### config.mk
export PLATFORM = sky130hd
export DESIGN_NAME = stopwatch_60s_bcd
export DESIGN_NICKNAME = d
export VERILOG_FILES = /design/src/rtl/stopwatch_pkg.sv /design/src/rtl/bcd_digit_counter.sv /design/src/rtl/stopwatch_60s_bcd.sv
export SDC_FILE = /design/constraint.sdc
export NUM_CORES = 1
export LEC_CHECK = 0
export CAP_MARGIN = 20
export CORE_MARGIN = 1
export CORE_UTILIZATION = 50
export DETAILED_ROUTE_END_ITERATION = 12
export GPL_TIMING_DRIVEN = 0
export MAX_ROUTING_LAYER = met4
export PLACE_DENSITY_LB_ADDON = 0.15
export RECOVER_POWER = 50
export SYNTH_ARGS = -nofsm -noshare
export SYNTH_HDL_FRONTEND = slang
export SYNTH_SLANG_ARGS = --single-unit
### constraint.sdc
create_clock -name clk -period 6.1 [get_ports clk]
set_input_delay 0.61 -clock clk [delete_from_list [all_inputs] [get_ports clk]]
set_output_delay 0.61 -clock clk [all_outputs]
set_load 0.05 [all_outputs]
### src/rtl/stopwatch_pkg.sv
// Shared definitions for the 60-second BCD stopwatch: state encoding,
// BCD digit limit and the terminal digit pattern.
package stopwatch_pkg;

   typedef enum logic [1:0] {
      IDLE  = 2'd0,
      RUN   = 2'd1,
      PAUSE = 2'd2,
      DONE  = 2'd3
   } state_t;

   localparam logic [3:0] BCD_MAX = 4'd9;

   // Last count before the terminal value (59.99 s).
   localparam logic [3:0] TERM_D3 = 4'd5;
   localparam logic [3:0] TERM_D2 = 4'd9;
   localparam logic [3:0] TERM_D1 = 4'd9;
   localparam logic [3:0] TERM_D0 = 4'd9;

   // Terminal value (60.00 s).
   localparam logic [3:0] FINAL_D3 = 4'd6;
   localparam logic [3:0] FINAL_D2 = 4'd0;
   localparam logic [3:0] FINAL_D1 = 4'd0;
   localparam logic [3:0] FINAL_D0 = 4'd0;

endpackage

### src/rtl/bcd_digit_counter.sv
// One BCD digit of the stopwatch cascade. Wraps to 0 after MAX and offers a
// combinational carry so the whole chain ripples within a single clock.
module bcd_digit_counter
   import stopwatch_pkg::*;
#(
   parameter logic [3:0] MAX = BCD_MAX
) (
   input  logic       clk,
   input  logic       rst,
   input  logic       clr,
   input  logic       inc,
   output logic [3:0] q,
   output logic       carry
);

   // Carry out only when this digit is about to wrap.
   assign carry = inc & (q == MAX);

   // Digit register: clear wins over increment.
   always_ff @(posedge clk or posedge rst) begin
      if (rst) begin
         q <= 4'd0;
      end else if (clr) begin
         q <= 4'd0;
      end else if (inc) begin
         q <= (q == MAX) ? 4'd0 : q + 4'd1;
      end
   end

endmodule

### src/rtl/stopwatch_60s_bcd.sv
// 60-second stopwatch core: run/pause FSM, 10 ms prescaler, terminal detect
// and four cascaded BCD digits feeding the seven-segment mux directly.
//
// state | meaning
// IDLE  | cleared at 00.00, waiting for start
// RUN   | prescaler counting, digits advance every TICK_DIV cycles
// PAUSE | prescaler and digits frozen, resumes with no phase loss
// DONE  | 60.00 reached, only clear or reset leaves
module stopwatch_60s_bcd
   import stopwatch_pkg::*;
#(
   parameter int TICK_DIV = 1_000_000,
   parameter int CNT_W    = 20
) (
   input  logic       clk,
   input  logic       rst,
   input  logic       start_stop,
   input  logic       clear,
   output logic [3:0] disp3,
   output logic [3:0] disp2,
   output logic [3:0] disp1,
   output logic [3:0] disp0,
   output logic       running,
   output logic       done,
   output logic       tick
);

   localparam logic [CNT_W-1:0] PRESC_LAST = CNT_W'(TICK_DIV - 1);

   state_t           state;
   state_t           state_nxt;
   logic [CNT_W-1:0] prescaler;
   logic [CNT_W-1:0] prescaler_nxt;
   logic             incr;
   logic             at_terminal;
   logic             carry0;
   logic             carry1;
   logic             carry2;
   logic             carry3_unused;

   assign at_terminal = (disp3 == TERM_D3) && (disp2 == TERM_D2) &&
                        (disp1 == TERM_D1) && (disp0 == TERM_D0);

   // Next-state, prescaler and increment decode; clear overrides everything.
   always_comb begin
      state_nxt     = state;
      prescaler_nxt = prescaler;
      incr          = 1'b0;
      if (clear) begin
         state_nxt     = IDLE;
         prescaler_nxt = '0;
      end else begin
         unique case (state)
            IDLE: begin
               if (start_stop) begin
                  state_nxt     = RUN;
                  prescaler_nxt = '0;
               end
            end
            RUN: begin
               // Pausing suppresses the wrap so a pending tick is kept, not lost.
               if (start_stop) begin
                  state_nxt = PAUSE;
               end else if (prescaler == PRESC_LAST) begin
                  prescaler_nxt = '0;
                  incr          = 1'b1;
                  if (at_terminal) begin
                     state_nxt = DONE;
                  end
               end else begin
                  prescaler_nxt = prescaler + CNT_W'(1);
               end
            end
            PAUSE: begin
               if (start_stop) begin
                  state_nxt = RUN;
               end
            end
            DONE: begin
               prescaler_nxt = '0;
            end
            default: begin
               state_nxt     = IDLE;
               prescaler_nxt = '0;
            end
         endcase
      end
   end

   // State, prescaler and status flags, all registered together.
   always_ff @(posedge clk or posedge rst) begin
      if (rst) begin
         state     <= IDLE;
         prescaler <= '0;
         tick      <= 1'b0;
         running   <= 1'b0;
         done      <= 1'b0;
      end else begin
         state     <= state_nxt;
         prescaler <= prescaler_nxt;
         tick      <= incr;
         running   <= (state_nxt == RUN);
         done      <= (state_nxt == DONE);
      end
   end

   bcd_digit_counter #(.MAX(BCD_MAX)) u_d0 (
      .clk   (clk),
      .rst   (rst),
      .clr   (clear),
      .inc   (incr),
      .q     (disp0),
      .carry (carry0)
   );

   bcd_digit_counter #(.MAX(BCD_MAX)) u_d1 (
      .clk   (clk),
      .rst   (rst),
      .clr   (clear),
      .inc   (carry0),
      .q     (disp1),
      .carry (carry1)
   );

   bcd_digit_counter #(.MAX(BCD_MAX)) u_d2 (
      .clk   (clk),
      .rst   (rst),
      .clr   (clear),
      .inc   (carry1),
      .q     (disp2),
      .carry (carry2)
   );

   // Tens of seconds stops at 6; the count never gets past 60.00.
   bcd_digit_counter #(.MAX(FINAL_D3)) u_d3 (
      .clk   (clk),
      .rst   (rst),
      .clr   (clear),
      .inc   (carry2),
      .q     (disp3),
      .carry (carry3_unused)
   );

endmodule

==> metrics.md <==
| Metric | Value |
|---|---|
| Result of the run | `finished with violations` |
| Violated checks | `design-rule violations, max-capacitance violations, max-slew violations` |
| Type of element launching the critical path | `flip-flop` |
| Buffer count from post-CTS setup fixing | `0` |
| Post-Route WL | `4990 um` |
| Setup repair after global routing missed its margin | `no` |
| Row count | `24` |
| Final HPWL DP | `3430 um` |
| Initial core utilization | `53.6%` |
| Avg Inst Size Synth | `9.02 sq um` |
| Count of port buffers added during placement | `22` |
| Final layout net count | `310` |
| Proportion of synthesized chip area in sequential cells | `42.8%` |
| Die outline width | `71.3 um` |
| Floorplan core area | `4470 sq um` |
| Mean routed wirelength per cell | `14.3 um` |
| Required @ worst endpoint | `6.31 ns` |
| GRT Overall Usage | `22.4%` |
| Clock root buffer | `sky130_fd_sc_hd__clkbuf_8` |
| Antenna Violating Nets Remaining | `0` |
| HP Class | `flip-flop to flip-flop` |
| Final-layout setup total negative slack | `0 ns` |
| Finish-stage setup viols | `0` |
| Largest area contributor in the netlist | `sky130_fd_sc_hd__dfrtp_1` |
| # clock sinks | `41` |
| Areal power density over the cells | `187 nW/um^2` |
| H-tree lvl count | `2` |
| Total I/O pin count | `23` |
| Number of warning messages in the yosys log | `0` |
| Total leakage power | `1.19 nW` |
| Post-place setup slack | `3.25 ns` |
| Summed instance area of the synthesized netlist | `2400 sq um` |
| Number of gates given a new drive strength after cts | `0` |
| Largest stage delay, worst path | `0.56 ns` |
| DIE AREA | `5080 sq um` |
| Cells traversed along the worst timing path | `ha_1 -> nand3_1 -> or4_1 -> clkbuf_1 -> or4_1 -> clkbuf_2 -> or4_1 -> a21oi_1` |
| Element type at the critical path end | `flip-flop` |
| TritonCTS clock tree | `yes` |
| Cell with the biggest individual delay on the critical path | `sky130_fd_sc_hd__or4_1` |
| WP data arrival | `3.14 ns` |
| Residual DRC | `2` |
| Maximum clock rate | `342 MHz` |
| Register bit count reported by yosys | `41` |
| Cell area after placement | `2690 sq um` |
| Worst Path Class, Setup | `flip-flop to flip-flop` |
| Final critical-path share of the clock period | `47.9%` |
| Number of global-route vias before repair | `1,967` |
| Antenna violations before repair | `0` |
| Final Hold Fails | `0` |
| Max_slew headroom | `-1.74%` |
| Proportion of layout cells with a drive suffix above 1 | `5.41%` |
| Share of the synthesized area in the top cell type | `42.8%` |
| Cell family with most CP delay | `simple AND/OR/NAND/NOR gates` |
| Clock period minus worst slack | `2.92 ns` |
| Clock skew | `0.00886 ns` |
| Cell count after synthesis | `266` |
| Clock insertion delay at the later pin of the skew report | `0.30 ns` |
| Post-cts hold buffer count | `0` |
| Global-route wire length before repair | `8720 um` |
| Number of unique standard cell types used by synthesis | `47` |
| Vias per std cell | `5.77` |
| Max IR drop VDD | `111 uV` |
| Number of buffers between clock root and the deepest sink | `2` |
| Number of max-slew violations in the final report | `42` |
| DRC violation total after the first TritonRoute iteration | `135` |
| Fillers | `366` |
| Top area cells in the synthesized netlist | `sky130_fd_sc_hd__dfrtp_1 (43%), sky130_fd_sc_hd__nand3_1 (6.0%), sky130_fd_sc_hd__ha_1 (5.7%)` |
| Number of nets produced by synthesis | `281` |
| Drt pass-1 iters | `8` |
| Pin count of the biggest net entering global routing | `42` |
| Worst-path fanout max | `6` |
| Weighted congestion at the end of routability-driven global placement | `0.887` |
| Clock transition time at the flip-flop clock pins of the worst setup and hold paths | `0.08 ns` |
| GRT Residual Overflow | `0` |
| MaxCap Viol Count | `1` |
| Design area | `2790 sq um` |
| Routed vias | `2,008` |
| Antenna diode instance count | `0` |
| Area growth syn-to-layout | `16.1%` |
| Most common cell type on the critical path | `sky130_fd_sc_hd__or4_1` |
| Worst Setup Slack, final | `3.18 ns` |
| Die H | `71.3 um` |
| Slew of the pin with the lowest slew margin | `1.52 ns` |
| Total clock buffers created by CTS | `5` |
| Buffer and inverter count on the worst path | `2` |
[placed cells by master, fill, tap and decap left out, types with 6 or more instances in the layout]
cell type / n
sky130_fd_sc_hd__dfrtp_1: 41
sky130_fd_sc_hd__nand3_1: 29
sky130_fd_sc_hd__nor2_1: 26
sky130_fd_sc_hd__nand2_1: 19
sky130_fd_sc_hd__a21oi_1: 14
sky130_fd_sc_hd__clkdlybuf4s50_1: 14
sky130_fd_sc_hd__inv_1: 11
sky130_fd_sc_hd__xor2_1: 11
sky130_fd_sc_hd__ha_1: 11
sky130_fd_sc_hd__o21ai_0: 8
sky130_fd_sc_hd__nand4_1: 8
sky130_fd_sc_hd__dlygate4sd3_1: 8
sky130_fd_sc_hd__nor2b_1: 7
sky130_fd_sc_hd__or3_1: 7
sky130_fd_sc_hd__clkbuf_8: 7
sky130_fd_sc_hd__clkbuf_1: 6
sky130_fd_sc_hd__nand2b_1: 6
sky130_fd_sc_hd__nor3_1: 6
[final cells by class]
class	instances	area (sq um)	area share (%)
Multi-Input combinational cell	206	1300	46.7
Sequential cell	41	1030	36.8
Timing Repair Buffer	22	220	7.91
Clock buffer	7	96.3	3.46
Tap cell	52	65.1	2.34
Inverter	11	41.3	1.48
Buffer	8	31.3	1.12
Clock inverter	1	5.00	0.180
[metrics by stage]
| step | utilization [%] | hold WS, ns | power [mW] | cells |
|---|---|---|---|---|
| floorplan | - | 0.497 | 0.315 | 266 |
| global placement | 60.0 | 0.521 | 0.329 | 340 |
| detailed placement | 60.0 | 0.531 | 0.330 | 340 |
| CTS | 62.3 | 0.549 | 0.527 | 348 |
| global route | 62.2 | 0.580 | 0.542 | 348 |
| finish | 62.2 | 0.545 | 0.521 | 348 |
[sequential cells by signal (all words and copies together), names as in the netlist]
signal	cells
u_d1.q	4
tick	1
u_d2.q	4
u_d0.q	4
prescaler	20
u_d3.q	4
running	1
done	1
state	2
[cell usage after synthesis, drive strengths merged]
cell type,n
a2111o,1
a21o,2
a21oi,14
a22o,1
a22oi,1
a31o,2
a31oi,1
and2,1
and3,2
and3b,3
and4,3
buf,2
clkbuf,6
dfrtp,41
ha,11
inv,11
mux2i,2
nand2,19
nand2b,6
nand3,29
nand3b,4
nand4,8
nand4b,1
nor2,26
nor2b,7
nor3,6
nor3b,1
nor4,4
nor4b,1
nor4bb,1
o211a,2
o211ai,1
o21a,3
o21ai,8
o21ba,1
o31a,1
o31ai,2
or2,2
or3,7
or3b,1
or4,5
or4b,1
xnor2,4
xor2,11
[final timing paths]
check | startpoint | slack, ns | to | cells after the start
hold / removal | prescaler[19] | 0.54 | prescaler[19] | 2
min in group asynchronous | rst | 1.21 | prescaler[3] | 2
setup reg to reg | prescaler[0] | 3.18 | u_d2.q[2] | 8
hold reg to reg | prescaler[19] | 0.54 | prescaler[19] | 2
max in group asynchronous | rst | 3.99 | u_d2.q[3] | 2
setup / recovery | prescaler[0] | 3.18 | u_d2.q[2] | 8
[metal layers]
layer	routed length, um	vias up	global-route usage (%)
met2	2180	46	31.9
met1	2530	945	31.1
met4	59	0	8.44
li1	-	1011	-
met5	0	-	-
met3	227	6	5.20
[where the power goes]
group	switching (mW)	internal, mW	total [mW]	leakage [nW]
clock	0.0949	0.102	0.197	0.0542
sequential	0.00250	0.274	0.277	0.571
combinational	0.0331	0.0138	0.0469	0.562
total	0.131	0.390	0.521	1.19
[worst min-delay path: cells and delay by family (launching register included)]
kind | cells | cell delay (ns)
flops | 1 | 0.37
xor+xnor | 1 | 0.07
simple gates | 1 | 0.07
[kinds of logic (layout without fill, tap and decap cells)]
logic type | count (synthesis) | in the layout | synth area share, %
AO/OA/AOI/OAI | 40 | 40 | 10.8
AND/OR/NAND/NOR | 138 | 138 | 31.3
buffers and inverters | 19 | 49 | 3.08
XOR/XNOR | 15 | 15 | 5.47
multiplexers | 2 | 2 | 0.834
adder cells (fa/ha/maj) | 11 | 11 | 5.74
flip-flops | 41 | 41 | 42.8
No activity file was read; power rests on OpenSTA's default activity.
